==> src/rtl/y86_pkg.sv <==
// Shared Y86-64 encodings: instruction codes, status codes, the "no register"
// ID and the pipeline-control state type.
package y86_pkg;

    localparam logic [3:0] I_HALT   = 4'h0;
    localparam logic [3:0] I_NOP    = 4'h1;
    localparam logic [3:0] I_MRMOVQ = 4'h5;
    localparam logic [3:0] I_OPQ    = 4'h6;
    localparam logic [3:0] I_JXX    = 4'h7;
    localparam logic [3:0] I_RET    = 4'h9;
    localparam logic [3:0] I_POPQ   = 4'hB;

    localparam logic [1:0] STAT_AOK = 2'd0;
    localparam logic [1:0] STAT_HLT = 2'd1;
    localparam logic [1:0] STAT_ADR = 2'd2;
    localparam logic [1:0] STAT_INS = 2'd3;

    localparam logic [3:0] REG_NONE = 4'hF;

    typedef enum logic [1:0] {
        ST_BOOT   = 2'd0,
        ST_RUN    = 2'd1,
        ST_HALTED = 2'd2
    } pc_state_e;

endpackage

==> src/rtl/pipe_hazard_detect.sv <==
// Combinational hazard terms for the five-stage pipeline: load/use, ret in
// flight, mispredicted branch, and exception in M or W.
module pipe_hazard_detect
    import y86_pkg::*;
(
    input  logic [3:0] D_icode,
    input  logic [3:0] d_srcA,
    input  logic [3:0] d_srcB,
    input  logic [3:0] E_icode,
    input  logic [3:0] E_dstM,
    input  logic       e_Cnd,
    input  logic [3:0] M_icode,
    input  logic [1:0] m_stat,
    input  logic [1:0] W_stat,
    output logic       lu,
    output logic       rt,
    output logic       mp,
    output logic       ex
);

    // REG_NONE guard keeps an absent destination from matching an absent source.
    assign lu = ((E_icode == I_MRMOVQ) || (E_icode == I_POPQ)) &&
                (E_dstM != REG_NONE) &&
                ((E_dstM == d_srcA) || (E_dstM == d_srcB));

    assign rt = (D_icode == I_RET) || (E_icode == I_RET) || (M_icode == I_RET);

    assign mp = (E_icode == I_JXX) && !e_Cnd;

    assign ex = (m_stat != STAT_AOK) || (W_stat != STAT_AOK);

endmodule

==> src/rtl/pipe_control.sv <==
// Y86-64 pipeline control: BOOT/RUN/HALTED sequencing, stall/bubble strobes
// derived from hazard terms, and wrapping performance counters.
module pipe_control
    import y86_pkg::*;
#(
    parameter int CNT_W = 32
) (
    input  logic             clk,
    input  logic             rst_n,
    input  logic             run_en,
    input  logic [3:0]       D_icode,
    input  logic [3:0]       d_srcA,
    input  logic [3:0]       d_srcB,
    input  logic [3:0]       E_icode,
    input  logic [3:0]       E_dstM,
    input  logic             e_Cnd,
    input  logic [3:0]       M_icode,
    input  logic [1:0]       m_stat,
    input  logic [3:0]       W_icode,
    input  logic [1:0]       W_stat,
    output logic             F_stall,
    output logic             D_stall,
    output logic             E_stall,
    output logic             M_stall,
    output logic             W_stall,
    output logic             D_bubble,
    output logic             E_bubble,
    output logic             M_bubble,
    output logic             set_cc_en,
    output logic             halted,
    output logic [1:0]       halt_stat,
    output logic [CNT_W-1:0] cycle_cnt,
    output logic [CNT_W-1:0] retired_cnt,
    output logic [CNT_W-1:0] loaduse_cnt,
    output logic [CNT_W-1:0] mispred_cnt
);

    localparam logic [CNT_W-1:0] CNT_ONE = CNT_W'(1);

    pc_state_e  state_q;
    logic       halted_q;
    logic [1:0] halt_stat_q;
    logic       lu, rt, mp, ex;
    logic       w_exc;
    logic       cnt_en;
    logic [3:0] cnt_inc;

    logic [CNT_W-1:0] cnt_q [4];
    logic [CNT_W-1:0] cnt_d [4];

    pipe_hazard_detect u_hazard (
        .D_icode (D_icode),
        .d_srcA  (d_srcA),
        .d_srcB  (d_srcB),
        .E_icode (E_icode),
        .E_dstM  (E_dstM),
        .e_Cnd   (e_Cnd),
        .M_icode (M_icode),
        .m_stat  (m_stat),
        .W_stat  (W_stat),
        .lu      (lu),
        .rt      (rt),
        .mp      (mp),
        .ex      (ex)
    );

    assign w_exc = (W_stat != STAT_AOK);

    always_comb begin
        F_stall   = 1'b0;
        D_stall   = 1'b0;
        E_stall   = 1'b0;
        M_stall   = 1'b0;
        W_stall   = 1'b0;
        D_bubble  = 1'b0;
        E_bubble  = 1'b0;
        M_bubble  = 1'b0;
        set_cc_en = 1'b0;
        case (state_q)
            ST_BOOT: begin
                D_bubble = 1'b1;
                E_bubble = 1'b1;
                M_bubble = 1'b1;
                W_stall  = 1'b1;
            end
            ST_RUN: begin
                if (run_en) begin
                    F_stall   = lu | rt;
                    D_stall   = lu;
                    D_bubble  = mp | (rt & ~lu);
                    E_bubble  = mp | lu;
                    M_bubble  = ex;
                    W_stall   = w_exc;
                    set_cc_en = (E_icode == I_OPQ) && !ex;
                end else begin
                    F_stall = 1'b1;
                    D_stall = 1'b1;
                    E_stall = 1'b1;
                    M_stall = 1'b1;
                    W_stall = 1'b1;
                end
            end
            default: begin
                F_stall = 1'b1;
                D_stall = 1'b1;
                E_stall = 1'b1;
                M_stall = 1'b1;
                W_stall = 1'b1;
            end
        endcase
    end

    always_ff @(posedge clk or negedge rst_n) begin
        if (!rst_n) begin
            state_q     <= ST_BOOT;
            halted_q    <= 1'b0;
            halt_stat_q <= STAT_AOK;
        end else begin
            case (state_q)
                ST_BOOT: state_q <= ST_RUN;
                ST_RUN: begin
                    if (w_exc) begin
                        state_q     <= ST_HALTED;
                        halted_q    <= 1'b1;
                        halt_stat_q <= W_stat;
                    end
                end
                ST_HALTED: state_q <= ST_HALTED;
                default:   state_q <= ST_BOOT;
            endcase
        end
    end

    // The halting cycle itself (W_stat not AOK) is excluded from all counters.
    assign cnt_en  = (state_q == ST_RUN) && run_en && !w_exc;
    assign cnt_inc = {mp, lu, (W_icode != I_NOP), 1'b1};

    for (genvar gi = 0; gi < 4; gi++) begin : g_cnt
        assign cnt_d[gi] = (cnt_en && cnt_inc[gi]) ? (cnt_q[gi] + CNT_ONE) : cnt_q[gi];

        always_ff @(posedge clk or negedge rst_n) begin
            if (!rst_n) begin
                cnt_q[gi] <= '0;
            end else begin
                cnt_q[gi] <= cnt_d[gi];
            end
        end
    end

    assign halted      = halted_q;
    assign halt_stat   = halt_stat_q;
    assign cycle_cnt   = cnt_q[0];
    assign retired_cnt = cnt_q[1];
    assign loaduse_cnt = cnt_q[2];
    assign mispred_cnt = cnt_q[3];

endmodule
==> config.mk <==
export PLATFORM = sky130hd
export DESIGN_NAME = pipe_control
export DESIGN_NICKNAME = d
export VERILOG_FILES = /design/src/rtl/y86_pkg.sv /design/src/rtl/pipe_hazard_detect.sv /design/src/rtl/pipe_control.sv
export SDC_FILE = /design/constraint.sdc
export NUM_CORES = 1
export LEC_CHECK = 0
export CAP_MARGIN = 20
export CORE_ASPECT_RATIO = 0.7
export CORE_MARGIN = 1
export CORE_UTILIZATION = 44
export DETAILED_ROUTE_END_ITERATION = 12
export GPL_ROUTABILITY_DRIVEN = 0
export PLACE_DENSITY = 0.8
export SYNTH_ARGS = -nofsm -noshare
export SYNTH_HDL_FRONTEND = slang
export SYNTH_SLANG_ARGS = --single-unit
==> constraint.sdc <==
create_clock -name clk -period 2.1 [get_ports clk]
set_input_delay 0.42 -clock clk [delete_from_list [all_inputs] [get_ports clk]]
set_output_delay 0.42 -clock clk [all_outputs]
set_load 0.1 [all_outputs]
==> run_summary.xml, run 1 <==
<?xml version="1.0" encoding="UTF-8"?>
<metrics>
  <group name="yosys">
    <metric name="dominantRegCellSynth" unit="">dfrtp_1</metric>
    <metric name="syn_nets" unit="">608</metric>
    <metric name="synth_enable_flop_cells" unit="">0</metric>
    <metric name="post_synth_instance_area" unit="um2">6280</metric>
    <metric name="asyncSetResetFlopFracSynth" unit="%">100</metric>
    <metric name="synth_cells" unit="">566</metric>
    <metric name="synth.yosys.seq_area_share" unit="%">53.0</metric>
    <metric name="syn_avg_cell_area" unit="um2">11.1</metric>
    <metric name="yosys_warnings" unit="">0</metric>
    <metric name="synth_cell_types" unit="">47</metric>
    <metric name="post_synthesis_register_bit_count" unit="">133</metric>
  </group>
  <group name="power">
    <metric name="p_int" unit="mW">5.44</metric>
    <metric name="comb_power_share" unit="%">30.6</metric>
    <metric name="p_sw_share" unit="%">35.6</metric>
    <metric name="switch_pwr" unit="mW">3.01</metric>
    <metric name="power.share.clock" unit="%">36.7</metric>
    <metric name="total_power" unit="mW">8.45</metric>
    <metric name="seqPwrFrac" unit="%">32.7</metric>
    <metric name="power_density_cells" unit="nW/um2">873</metric>
    <metric name="power.static_leakage" unit="nW">4.54</metric>
    <metric name="power.ir.vdd_worst" unit="mV">0.544</metric>
  </group>
  <group name="status">
    <metric name="violations" unit="">negative setup slack</metric>
    <metric name="outcome" unit="">complete, but fails checks</metric>
  </group>
  <group name="grt">
    <metric name="grt-ovfl-total" unit="">0</metric>
    <metric name="wire_length_of_the_first_global_routing_pass" unit="um">25400</metric>
    <metric name="initial_antenna_violation_count" unit="">0</metric>
    <metric name="pin_count_of_the_biggest_net_entering_global_routing" unit="">80</metric>
    <metric name="first_global_vias" unit="">4986</metric>
    <metric name="grt_overall_usage" unit="%">22.3</metric>
  </group>
  <group name="critical_path">
    <metric name="critPathTopFamily" unit="">buffers and inverters</metric>
    <metric name="max_stage_delay_cell_worst_path" unit="">dfrtp_1</metric>
    <metric name="crit_chain" unit="">inv_2 -&gt; ha_4 -&gt; and4bb_4 -&gt; inv_8 -&gt; buf_6 -&gt; buf_4 -&gt; buf_12</metric>
    <metric name="timing.critical_path.to_type" unit="">output port</metric>
    <metric name="setup.worst_path.start_class" unit="">register</metric>
    <metric name="worst_ep_arrival_time" unit="ps">1770</metric>
    <metric name="cp_data_required_time" unit="ps">1680</metric>
    <metric name="cp_peak_stage_delay" unit="ps">380</metric>
    <metric name="ws_path_type" unit="">reg -&gt; out</metric>
    <metric name="worstPathBufferInverterCount" unit="">5</metric>
    <metric name="reg2reg_depth" unit="">11</metric>
    <metric name="cp.depth" unit="">7</metric>
    <metric name="critPathMaxFanout" unit="">5</metric>
  </group>
  <group name="sta">
    <metric name="period_share" unit="%">104</metric>
    <metric name="tightestPinTransition" unit="ps">557</metric>
    <metric name="finalSetupViolations" unit="">16</metric>
    <metric name="relSlewSlack" unit="%">62.6</metric>
    <metric name="drv_slew" unit="">0</metric>
    <metric name="holdWs" unit="ps">387</metric>
    <metric name="fin_skew" unit="ps">10.2</metric>
    <metric name="fin_crit" unit="ps">2190</metric>
    <metric name="worst_slack" unit="ps">-88.9</metric>
    <metric name="fmax" unit="MHz">457</metric>
    <metric name="hold_viol" unit="">0</metric>
    <metric name="grt_setup_unrepaired" unit="">yes</metric>
  </group>
  <group name="cts">
    <metric name="numCtsBuffers" unit="">17</metric>
    <metric name="cts.sink_count" unit="">133</metric>
    <metric name="clockBufferDepth" unit="">2</metric>
    <metric name="cts_root_buffer" unit="">clkbuf_16</metric>
    <metric name="clkLatencyLatePin" unit="ps">410</metric>
    <metric name="worst_setup_hold_path_clk_slew" unit="ps">60</metric>
    <metric name="tritoncts_clock_tree" unit="">done</metric>
    <metric name="cts_max_level" unit="">4</metric>
  </group>
  <group name="final_layout">
    <metric name="area_growth_from_synthesis_to_layout" unit="%">54.1</metric>
    <metric name="drive_gt1_share" unit="%">47.2</metric>
    <metric name="multi_input_area" unit="um2">3300</metric>
    <metric name="finish.instance_area" unit="um2">9680</metric>
    <metric name="fin_nets" unit="">854</metric>
    <metric name="antennaDiodeCount" unit="">0</metric>
    <metric name="fin_cells" unit="">1015</metric>
    <metric name="post_route_utilization" unit="%">69.5</metric>
    <metric name="fill_cells" unit="">963</metric>
    <metric name="area.sequential" unit="um2">3400</metric>
  </group>
  <group name="floorplanning">
    <metric name="num_io_pins" unit="">176</metric>
    <metric name="floorplan.die_area" unit="um2">14800</metric>
    <metric name="die-height" unit="um">102</metric>
    <metric name="core-area" unit="um2">13900</metric>
    <metric name="start_util" unit="%">45.1</metric>
    <metric name="std_cell_rows" unit="">36</metric>
    <metric name="die_span_in_x" unit="um">145</metric>
  </group>
  <group name="flow_run">
    <metric name="drv.max_cap_violation_count" unit="">0</metric>
  </group>
  <group name="route">
    <metric name="drcViolationCount" unit="">0</metric>
    <metric name="post_drt_via_cell_ratio" unit="">5.15</metric>
    <metric name="routed-via-count" unit="">5232</metric>
    <metric name="dr.first_iter.drc_count" unit="">217</metric>
    <metric name="post_drt_wl_per_cell" unit="um">16.3</metric>
    <metric name="postRouteWirelength" unit="um">16500</metric>
    <metric name="drtAntennaViolNets" unit="">0</metric>
    <metric name="dr.pass1.iters" unit="">4</metric>
  </group>
  <group name="place">
    <metric name="place.detailed.instances" unit="">961</metric>
    <metric name="hpwlAfterDp" unit="um">11200</metric>
    <metric name="placement_stage_cell_area" unit="um2">8520</metric>
    <metric name="io_buffers" unit="">175</metric>
  </group>
  <group name="worst_hold_path">
    <metric name="hold_class" unit="">in -&gt; async</metric>
  </group>
</metrics>
[per-stage QoR]
stage,setup WS [ps],setup TNS (ps)
global route,-162,-4090
CTS,-146,-879
detailed placement,-388,-22610
floorplan,-356,-901
global placement,-330,-17110
finish,-88.9,-586
[cell type report]
cell class                 instances  share of cell area [%]
clock buffer                      18                    4.54
clock inverter                    14                    1.80
inverter                          11                   0.504
multi-input combinational        413                    34.1
sequential                       133                    35.2
tap                              190                    2.46
timing repair buffer             236                    21.4
[path summary, 6_finish.rpt]
| check | startpoint | slack, ps | endpoint |
|---|---|---|---|
| min reg2reg | loaduse_cnt[9] | 480 | loaduse_cnt[9] |
| max in group asynchronous | rst_n | 1040 | loaduse_cnt[8] |
| max | state_q[1] | -90 | W_stall |
| min in group clk | loaduse_cnt[9] | 480 | loaduse_cnt[9] |
| max reg2reg | state_q[1] | -40 | retired_cnt[26] |
| min | rst_n | 390 | mispred_cnt[27] |
[layer usage]
layer,part of all wire [%],GRT usage [%]
met1,44,29.3
met2,49,36.2
met3,5.7,5.76
met4,1.5,7.37
met5,0,0
[synthesized netlist by cell type, drive strengths merged (6+ instances only)]
| cell | n | area share (%) |
|---|---|---|
| dfrtp | 133 | 53 |
| xnor2 | 105 | 15 |
| nand2 | 59 | 3.6 |
| nand4 | 44 | 4.5 |
| nand3 | 41 | 3.3 |
| nor2 | 34 | 2.0 |
| xor2 | 27 | 3.8 |
| and3 | 19 | 1.9 |
| and4 | 16 | 2.3 |
| nor3 | 13 | 1.3 |
| and2 | 12 | 1.2 |
| inv | 11 | 0.70 |
| buf | 6 | 0.86 |
| ha | 6 | 1.2 |
| nor4 | 6 | 1.3 |
[state kept, by name (all words and copies together), names as in the netlist]
register	cells
halted	1
state_q	2
mispred_cnt	32
halt_stat	2
cycle_cnt	32
loaduse_cnt	32
retired_cnt	32
[cell families (layout without fill, tap and decap cells)]
family          Yosys count  in the layout  share of synthesized area, %
buf+inv                  20            279                          1.73
fa+ha+maj                 6              6                          1.20
simple gates            260            260                          23.5
compound gates           13             13                          1.81
xor+xnor                132            132                          18.4
mux                       2              2                         0.359
flops                   133            133                          53.0
[layout by cell type, fill, tap and decap left out, types with 3 or more instances in the layout]
cell             count
a21oi_4              3
and2_1              10
and3_1              19
and4_1              13
and4_4               3
buf_12              16
buf_4              178
buf_6               13
bufinv_16            3
clkbuf_16           17
clkbuf_2             8
clkdlybuf4s50_1     13
clkinv_2             3
clkinv_4             3
dfrtp_1             73
dfrtp_2             60
dlymetal6s2s_1       5
ha_1                 4
inv_1                9
inv_6                4
nand2_1             54
nand2_2              4
nand3_1             32
nand3_2              8
nand4_1             43
nor2_1              23
nor2_2               6
nor2_4               5
nor3_1               3
nor3_2               7
nor3_4               3
nor4_4               4
o21ai_0              3
xnor2_1             94
xnor2_2             10
xor2_1              26
[power by group through the flow]
stage               clock network (mW)  registers, mW  logic (mW)
finish                            3.10           2.76        2.59
global route                      3.27           2.78        2.68
CTS                               3.16           2.76        2.49
detailed placement                   0           2.81        2.43
global placement                     0           2.80        2.39
floorplan                            0           3.29        1.18
[what timing repair did]
item                                    CTS  global route
endpoints found under the hold margin     8             0
cloned                                    0             1
pin swaps                                16            50
endpoints found under the setup margin    9            48
resized for setup                        53           101
hold buffers                              1             0
setup buffers                             8            13
(Power assumes the default switching activity.)
==> run 2: changes to the inputs <==
--- a/config.mk
+++ b/config.mk
@@ -8,10 +8,12 @@
 export CAP_MARGIN = 20
 export CORE_ASPECT_RATIO = 0.7
 export CORE_MARGIN = 1
-export CORE_UTILIZATION = 44
+export CORE_UTILIZATION = 57
 export DETAILED_ROUTE_END_ITERATION = 12
+export DONT_BUFFER_PORTS = 1
 export GPL_ROUTABILITY_DRIVEN = 0
-export PLACE_DENSITY = 0.8
+export PLACE_DENSITY = 0.78
 export SYNTH_ARGS = -nofsm -noshare
 export SYNTH_HDL_FRONTEND = slang
+export SYNTH_HIERARCHICAL = 1
 export SYNTH_SLANG_ARGS = --single-unit
==> run 2 against run 1 <==
Maximum frequency rose by 1.5%. Critical path depth is 1 lower. Sequential power barely moved. Final cell count shrank 13%. Clock power fell by 10%. Via count fell by 5.8%. The flow finishes with violations (negative hold slack, negative setup slack). Count of clock-buffer cells in the layout up 6. Final area fell by 12%. Sequential share of layout area rose by 5.5 points. Setup slack better by 31 ps.
==> run_summary.xml, run 2 <==
<?xml version="1.0" encoding="UTF-8"?>
<metrics>
  <group name="status">
    <metric name="outcome" unit="">complete, but fails checks</metric>
    <metric name="violations" unit="">negative hold slack, negative setup slack</metric>
  </group>
  <group name="yosys">
    <metric name="syn_nets" unit="">606</metric>
    <metric name="synth.yosys.seq_area_share" unit="%">53.6</metric>
    <metric name="synth_cell_types" unit="">46</metric>
    <metric name="post_synth_top_cells" unit="">133 x dfrtp_1, 97 x xnor2_1, 73 x nand2_1, 45 x nand3_1, 35 x xor2_1</metric>
    <metric name="synthMostInstantiatedCell" unit="">dfrtp_1</metric>
    <metric name="post_synth_instance_area" unit="um2">6210</metric>
    <metric name="asyncSetResetFlopFracSynth" unit="%">100</metric>
    <metric name="synth_top_cell_area_share" unit="%">53.6</metric>
    <metric name="post_synthesis_register_bit_count" unit="">133</metric>
    <metric name="syn_avg_cell_area" unit="um2">11.0</metric>
    <metric name="synth_cells" unit="">564</metric>
    <metric name="synth_enable_flop_cells" unit="">0</metric>
    <metric name="yosys-top-cells-area" unit="">dfrtp_1 54%, xnor2_1 14%, xor2_1 4.9%</metric>
    <metric name="yosys_warnings" unit="">6</metric>
    <metric name="yosys.area.top_type" unit="">dfrtp_1</metric>
    <metric name="dominantRegCellSynth" unit="">dfrtp_1</metric>
  </group>
  <group name="critical_path">
    <metric name="worst-r2r-setup-slack" unit="ps">110</metric>
    <metric name="crit_chain" unit="">inv_2 -&gt; ha_4 -&gt; buf_6 -&gt; nand2_4 -&gt; nor4bb_4 -&gt; buf_12</metric>
    <metric name="cp_peak_stage_delay" unit="ps">370</metric>
    <metric name="ws_path_type" unit="">reg -&gt; out</metric>
    <metric name="cp.depth" unit="">6</metric>
    <metric name="critPathMaxFanout" unit="">6</metric>
    <metric name="cp_data_required_time" unit="ps">1680</metric>
    <metric name="timing.critical_path.to_type" unit="">output port</metric>
    <metric name="worst_ep_arrival_time" unit="ps">1740</metric>
    <metric name="critPathTopFamily" unit="">buffers and inverters</metric>
    <metric name="worstPathBufferInverterCount" unit="">3</metric>
    <metric name="setup.worst_path.start_class" unit="">register</metric>
    <metric name="reg2reg_depth" unit="">9</metric>
    <metric name="max_stage_delay_cell_worst_path" unit="">dfrtp_1</metric>
  </group>
  <group name="grt">
    <metric name="wire_length_of_the_first_global_routing_pass" unit="um">24600</metric>
    <metric name="grt-ovfl-total" unit="">0</metric>
    <metric name="pin_count_of_the_biggest_net_entering_global_routing" unit="">134</metric>
    <metric name="initial_antenna_violation_count" unit="">0</metric>
    <metric name="first_global_vias" unit="">4976</metric>
    <metric name="grt_overall_usage" unit="%">28.3</metric>
  </group>
  <group name="sta">
    <metric name="tightestPinTransition" unit="ps">597</metric>
    <metric name="drv_slew" unit="">0</metric>
    <metric name="finalSetupViolations" unit="">5</metric>
    <metric name="setup_total_negative_slack" unit="ps">-162</metric>
    <metric name="fmax" unit="MHz">463</metric>
    <metric name="relSlewSlack" unit="%">59.6</metric>
    <metric name="holdWs" unit="ps">-296</metric>
    <metric name="hold_viol" unit="">133</metric>
    <metric name="grt_setup_unrepaired" unit="">yes</metric>
    <metric name="fin_skew" unit="ps">10.7</metric>
    <metric name="fin_crit" unit="ps">2160</metric>
    <metric name="period_share" unit="%">103</metric>
    <metric name="worst_slack" unit="ps">-57.6</metric>
  </group>
  <group name="floorplanning">
    <metric name="die-height" unit="um">89.3</metric>
    <metric name="std_cell_rows" unit="">31</metric>
    <metric name="num_io_pins" unit="">176</metric>
    <metric name="floorplan.die_area" unit="um2">11300</metric>
    <metric name="die_span_in_x" unit="um">127</metric>
    <metric name="start_util" unit="%">59.3</metric>
    <metric name="core-area" unit="um2">10500</metric>
  </group>
  <group name="final_layout">
    <metric name="fin_nets" unit="">783</metric>
    <metric name="fin_cells" unit="">886</metric>
    <metric name="area_growth_from_synthesis_to_layout" unit="%">37.5</metric>
    <metric name="antennaDiodeCount" unit="">0</metric>
    <metric name="drive_gt1_share" unit="%">40.1</metric>
    <metric name="layout.cells.most_common_list" unit="">153 x buf_4, 97 x xnor2_1, 71 x nand2_1</metric>
    <metric name="layout_commonest_cell" unit="">buf_4</metric>
    <metric name="finish.instance_area" unit="um2">8540</metric>
    <metric name="fill_cells" unit="">610</metric>
  </group>
  <group name="route">
    <metric name="post_drt_via_cell_ratio" unit="">5.56</metric>
    <metric name="drtAntennaViolNets" unit="">0</metric>
    <metric name="postRouteWirelength" unit="um">15500</metric>
    <metric name="routed-via-count" unit="">4929</metric>
    <metric name="post_drt_wl_per_cell" unit="um">17.5</metric>
    <metric name="dr.pass1.iters" unit="">4</metric>
    <metric name="drcViolationCount" unit="">0</metric>
    <metric name="dr.first_iter.drc_count" unit="">239</metric>
  </group>
  <group name="power">
    <metric name="power.static_leakage" unit="nW">4.05</metric>
    <metric name="power_density_cells" unit="nW/um2">921</metric>
    <metric name="power.ir.vdd_worst" unit="mV">1.50</metric>
  </group>
  <group name="cts">
    <metric name="clkLatencyLatePin" unit="ps">410</metric>
    <metric name="clockBufferDepth" unit="">2</metric>
    <metric name="worst_setup_hold_path_clk_slew" unit="ps">60</metric>
    <metric name="tritoncts_clock_tree" unit="">done</metric>
    <metric name="numCtsBuffers" unit="">17</metric>
    <metric name="cts.sink_count" unit="">133</metric>
    <metric name="cts_root_buffer" unit="">clkbuf_16</metric>
    <metric name="cts_max_level" unit="">4</metric>
  </group>
  <group name="place">
    <metric name="placement_stage_cell_area" unit="um2">7890</metric>
    <metric name="io_buffers" unit="">0</metric>
    <metric name="preCtsSetupSlack" unit="ps">57.1</metric>
    <metric name="hpwlAfterDp" unit="um">11300</metric>
    <metric name="place.detailed.instances" unit="">848</metric>
  </group>
  <group name="flow_run">
    <metric name="drv.max_cap_violation_count" unit="">0</metric>
  </group>
  <group name="worst_hold_path">
    <metric name="hold_class" unit="">in -&gt; async</metric>
  </group>
</metrics>
==> run 2: final cells by class <==
type                    count  area (um2)  share of cell area [%]
well taps                 132         165                    1.93
multi-input cells         417        2970                    34.7
inverters                   8        35.0                   0.410
clock inverters             8        75.1                   0.879
clock buffers              24         492                    5.76
flip-flops and latches    133        3470                    40.7
repair buffers            164        1330                    15.6
==> run 2: worst reg2reg max path: stages (launching register included) <==
cell and delay, ps:
dfrtp_1 370, inv_2 90, ha_4 140, and4bb_4 300, buf_4 180, nand3_1 140
buf_4 170, nor2_1 120, and3_1 200, xor2_1 190
==> run 2: repair_timing <==
| action | in CTS | in global routing |
|---|---|---|
| gates resized for setup | 11 | 1 |
| pin swaps | 6 | 4 |
| endpoints found under the setup margin | 8 | 18 |
| hold endpoints to repair | 133 | 133 |
| buffers inserted | 5 | 1 |
==> run 2: final timing paths <==
check / end / from
hold reg to reg: cycle_cnt[31] / cycle_cnt[31]
setup / recovery: set_cc_en / state_q[1]
min in group clk: halt_stat[1] / W_stat[1]
max in group asynchronous: mispred_cnt[14] / rst_n
hold / removal: loaduse_cnt[26] / rst_n
setup reg to reg: cycle_cnt[14] / state_q[1]
==> run 2: metal layers <==
layer	GRT usage, %	wire length (um)	share of wire [%]
met1	34.3	6380	41
met2	49.5	7850	51
met3	8.56	1160	7.5
met4	9.20	150	0.96
met5	0	0	0
==> run 2: metrics by stage <==
step / power, mW / utilization, % / hold slack [ps]
4_1_cts: 7.90 / 81.5 / -306
6_report: 7.86 / 81.6 / -296
3_5_place_dp: 4.99 / 75.3 / 128
5_1_grt: 8.10 / 81.6 / -313
3_3_place_gp: 4.96 / 75.3 / 128
2_1_floorplan: 4.45 / - / 124
==> run 2: cells by family (layout without fill, tap and decap cells) <==
group | after synthesis | count (layout) | share of synthesized area (%)
simple gates | 265 | 265 | 23.9
compound gates | 11 | 11 | 1.09
flops | 133 | 133 | 53.6
xor+xnor | 132 | 132 | 18.6
fa+ha+maj | 6 | 6 | 1.21
buf+inv | 14 | 204 | 1.03
mux | 3 | 3 | 0.544
==> run 2: power breakdown <==
part	internal [mW]	total, mW	switching [mW]
Sequential	2.67	2.74	0.0702
Clock	1.75	2.79	1.04
Combinational	0.709	2.34	1.63
==> run 3: changes to the inputs <==
--- a/config.mk
+++ b/config.mk
@@ -9,10 +9,12 @@
 export CORE_ASPECT_RATIO = 0.7
 export CORE_MARGIN = 1
 export CORE_UTILIZATION = 57
+export CTS_CLUSTER_DIAMETER = 200
 export DETAILED_ROUTE_END_ITERATION = 12
 export DONT_BUFFER_PORTS = 1
 export GPL_ROUTABILITY_DRIVEN = 0
 export PLACE_DENSITY = 0.78
+export SKIP_CTS_REPAIR_TIMING = 1
 export SYNTH_ARGS = -nofsm -noshare
 export SYNTH_HDL_FRONTEND = slang
 export SYNTH_HIERARCHICAL = 1
==> run 3 against run 2 <==
The flow still finishes with violations (negative hold slack, negative setup slack). Final cell count rose by 0.11%. Wire length increased by 0.95%. Count of clock-buffer cells in the layout unchanged. Largest cell class unchanged.
==> run_summary.xml, run 3 (synthesized netlist as in run 2, its figures left out) <==
<?xml version="1.0" encoding="UTF-8"?>
<metrics>
  <group name="cts">
    <metric name="numCtsBuffers" unit="">17</metric>
    <metric name="clkLatencyLatePin" unit="ps">410</metric>
    <metric name="cts_root_buffer" unit="">clkbuf_16</metric>
    <metric name="cts_max_level" unit="">4</metric>
    <metric name="worst_setup_hold_path_clk_slew" unit="ps">50</metric>
    <metric name="cts.sink_count" unit="">133</metric>
    <metric name="tritoncts_clock_tree" unit="">done</metric>
    <metric name="clockBufferDepth" unit="">2</metric>
  </group>
  <group name="place">
    <metric name="io_buffers" unit="">0</metric>
    <metric name="hpwlAfterDp" unit="um">11300</metric>
    <metric name="preCtsSetupSlack" unit="ps">57.1</metric>
    <metric name="placement_stage_cell_area" unit="um2">7890</metric>
    <metric name="place.detailed.instances" unit="">848</metric>
  </group>
  <group name="sta">
    <metric name="period_share" unit="%">104</metric>
    <metric name="fin_crit" unit="ps">2170</metric>
    <metric name="grt_setup_unrepaired" unit="">yes</metric>
    <metric name="holdWs" unit="ps">-292</metric>
    <metric name="fin_skew" unit="ps">11.4</metric>
    <metric name="finalSetupViolations" unit="">5</metric>
    <metric name="hold_viol" unit="">133</metric>
    <metric name="worst_slack" unit="ps">-73.8</metric>
    <metric name="fmax" unit="MHz">460</metric>
    <metric name="relSlewSlack" unit="%">59.4</metric>
    <metric name="tightestPinTransition" unit="ps">601</metric>
    <metric name="setup_total_negative_slack" unit="ps">-272</metric>
    <metric name="drv_slew" unit="">0</metric>
  </group>
  <group name="final_layout">
    <metric name="fill_cells" unit="">605</metric>
    <metric name="layout_commonest_cell" unit="">buf_4</metric>
    <metric name="drive_gt1_share" unit="%">40.1</metric>
    <metric name="finish.instance_area" unit="um2">8560</metric>
    <metric name="area.sequential" unit="um2">3470</metric>
    <metric name="area_growth_from_synthesis_to_layout" unit="%">37.9</metric>
    <metric name="antennaDiodeCount" unit="">0</metric>
    <metric name="fin_nets" unit="">784</metric>
    <metric name="layout.cells.most_common_list" unit="">153 x buf_4, 97 x xnor2_1, 71 x nand2_1</metric>
    <metric name="post_route_utilization" unit="%">81.7</metric>
    <metric name="fin_cells" unit="">887</metric>
    <metric name="multi_input_area" unit="um2">2980</metric>
  </group>
  <group name="route">
    <metric name="routed-via-count" unit="">4933</metric>
    <metric name="drcViolationCount" unit="">0</metric>
    <metric name="post_drt_via_cell_ratio" unit="">5.56</metric>
    <metric name="dr.first_iter.drc_count" unit="">222</metric>
    <metric name="post_drt_wl_per_cell" unit="um">17.7</metric>
    <metric name="drtAntennaViolNets" unit="">0</metric>
    <metric name="dr.pass1.iters" unit="">4</metric>
    <metric name="postRouteWirelength" unit="um">15700</metric>
  </group>
  <group name="critical_path">
    <metric name="critPathMaxFanout" unit="">5</metric>
    <metric name="crit_chain" unit="">ha_4 -&gt; buf_6 -&gt; buf_6 -&gt; buf_6 -&gt; a21oi_4 -&gt; buf_12</metric>
    <metric name="cp.depth" unit="">6</metric>
    <metric name="critPathTopFamily" unit="">buffers and inverters</metric>
    <metric name="timing.critical_path.to_type" unit="">output port</metric>
    <metric name="cp_data_required_time" unit="ps">1680</metric>
    <metric name="ws_path_type" unit="">reg -&gt; out</metric>
    <metric name="setup.worst_path.start_class" unit="">register</metric>
    <metric name="max_stage_delay_cell_worst_path" unit="">dfrtp_1</metric>
    <metric name="cp_peak_stage_delay" unit="ps">400</metric>
    <metric name="worst_ep_arrival_time" unit="ps">1750</metric>
    <metric name="worstPathBufferInverterCount" unit="">4</metric>
    <metric name="reg2reg_depth" unit="">9</metric>
    <metric name="timing.critical_path.mode_cell" unit="">buf_6</metric>
  </group>
  <group name="floorplanning">
    <metric name="core-area" unit="um2">10500</metric>
    <metric name="die-height" unit="um">89.3</metric>
    <metric name="start_util" unit="%">59.3</metric>
    <metric name="floorplan.die_area" unit="um2">11300</metric>
    <metric name="die_span_in_x" unit="um">127</metric>
    <metric name="num_io_pins" unit="">176</metric>
    <metric name="std_cell_rows" unit="">31</metric>
  </group>
  <group name="grt">
    <metric name="pin_count_of_the_biggest_net_entering_global_routing" unit="">134</metric>
    <metric name="grt-ovfl-total" unit="">0</metric>
    <metric name="initial_antenna_violation_count" unit="">0</metric>
    <metric name="grt_overall_usage" unit="%">28.1</metric>
    <metric name="first_global_vias" unit="">4931</metric>
    <metric name="wire_length_of_the_first_global_routing_pass" unit="um">24400</metric>
  </group>
  <group name="power">
    <metric name="power.static_leakage" unit="nW">4.06</metric>
    <metric name="power_density_cells" unit="nW/um2">923</metric>
    <metric name="power.ir.vdd_worst" unit="mV">1.50</metric>
  </group>
  <group name="status">
    <metric name="outcome" unit="">complete, but fails checks</metric>
    <metric name="violations" unit="">negative hold slack, negative setup slack</metric>
  </group>
  <group name="flow_run">
    <metric name="drv.max_cap_violation_count" unit="">0</metric>
  </group>
  <group name="worst_hold_path">
    <metric name="hold_class" unit="">in -&gt; async</metric>
  </group>
</metrics>
## run 3: changes by cell type in the layout (fill, tap and decap cells not counted), sizes merged
| cell | change |
|---|---|
| buf | +1 |
## run 3: final timing paths
check                         startpoint        endpoint  slack, ps
setup / recovery              state_q[0]         M_stall        -70
hold / removal                     rst_n  retired_cnt[6]       -290
setup reg to reg              state_q[1]   cycle_cnt[14]         90
hold reg to reg            cycle_cnt[31]   cycle_cnt[31]        480
max in group asynchronous          rst_n  loaduse_cnt[3]       2090
min in group clk               W_stat[0]    halt_stat[0]        150
## run 3: per-stage QoR
stage               power, mW  hold slack (ps)
floorplan                4.45              124
global placement         4.96              128
detailed placement       4.99              128
CTS                      7.78             -306
global route             8.14             -313
finish                   7.90             -292
## run 3: layout make-up
| cell class | count | share of cell area [%] |
|---|---|---|
| sequential | 133 | 40.6 |
| multi-input combinational | 417 | 34.8 |
| timing repair buffer | 165 | 15.7 |
| clock buffer | 24 | 5.74 |
| tap | 132 | 1.93 |
| clock inverter | 8 | 0.877 |
| inverter | 8 | 0.409 |
## run 3: power breakdown
group / total, mW / switching, mW / internal, mW
Sequential: 2.73 / 0.0685 / 2.67
Clock: 2.79 / 1.04 / 1.75
Combinational: 2.38 / 1.64 / 0.733
Total: 7.90 / 2.76 / 5.15
## run 3: per-layer routing
metal | GRT usage [%] | vias to the layer above | share of wire, %
li1 | - | 2304 | -
met1 | 34.2 | 2446 | 41
met2 | 48.8 | 171 | 51
met3 | 8.56 | 12 | 7.1
met4 | 9.20 | 0 | 0.96
met5 | 0 | - | 0
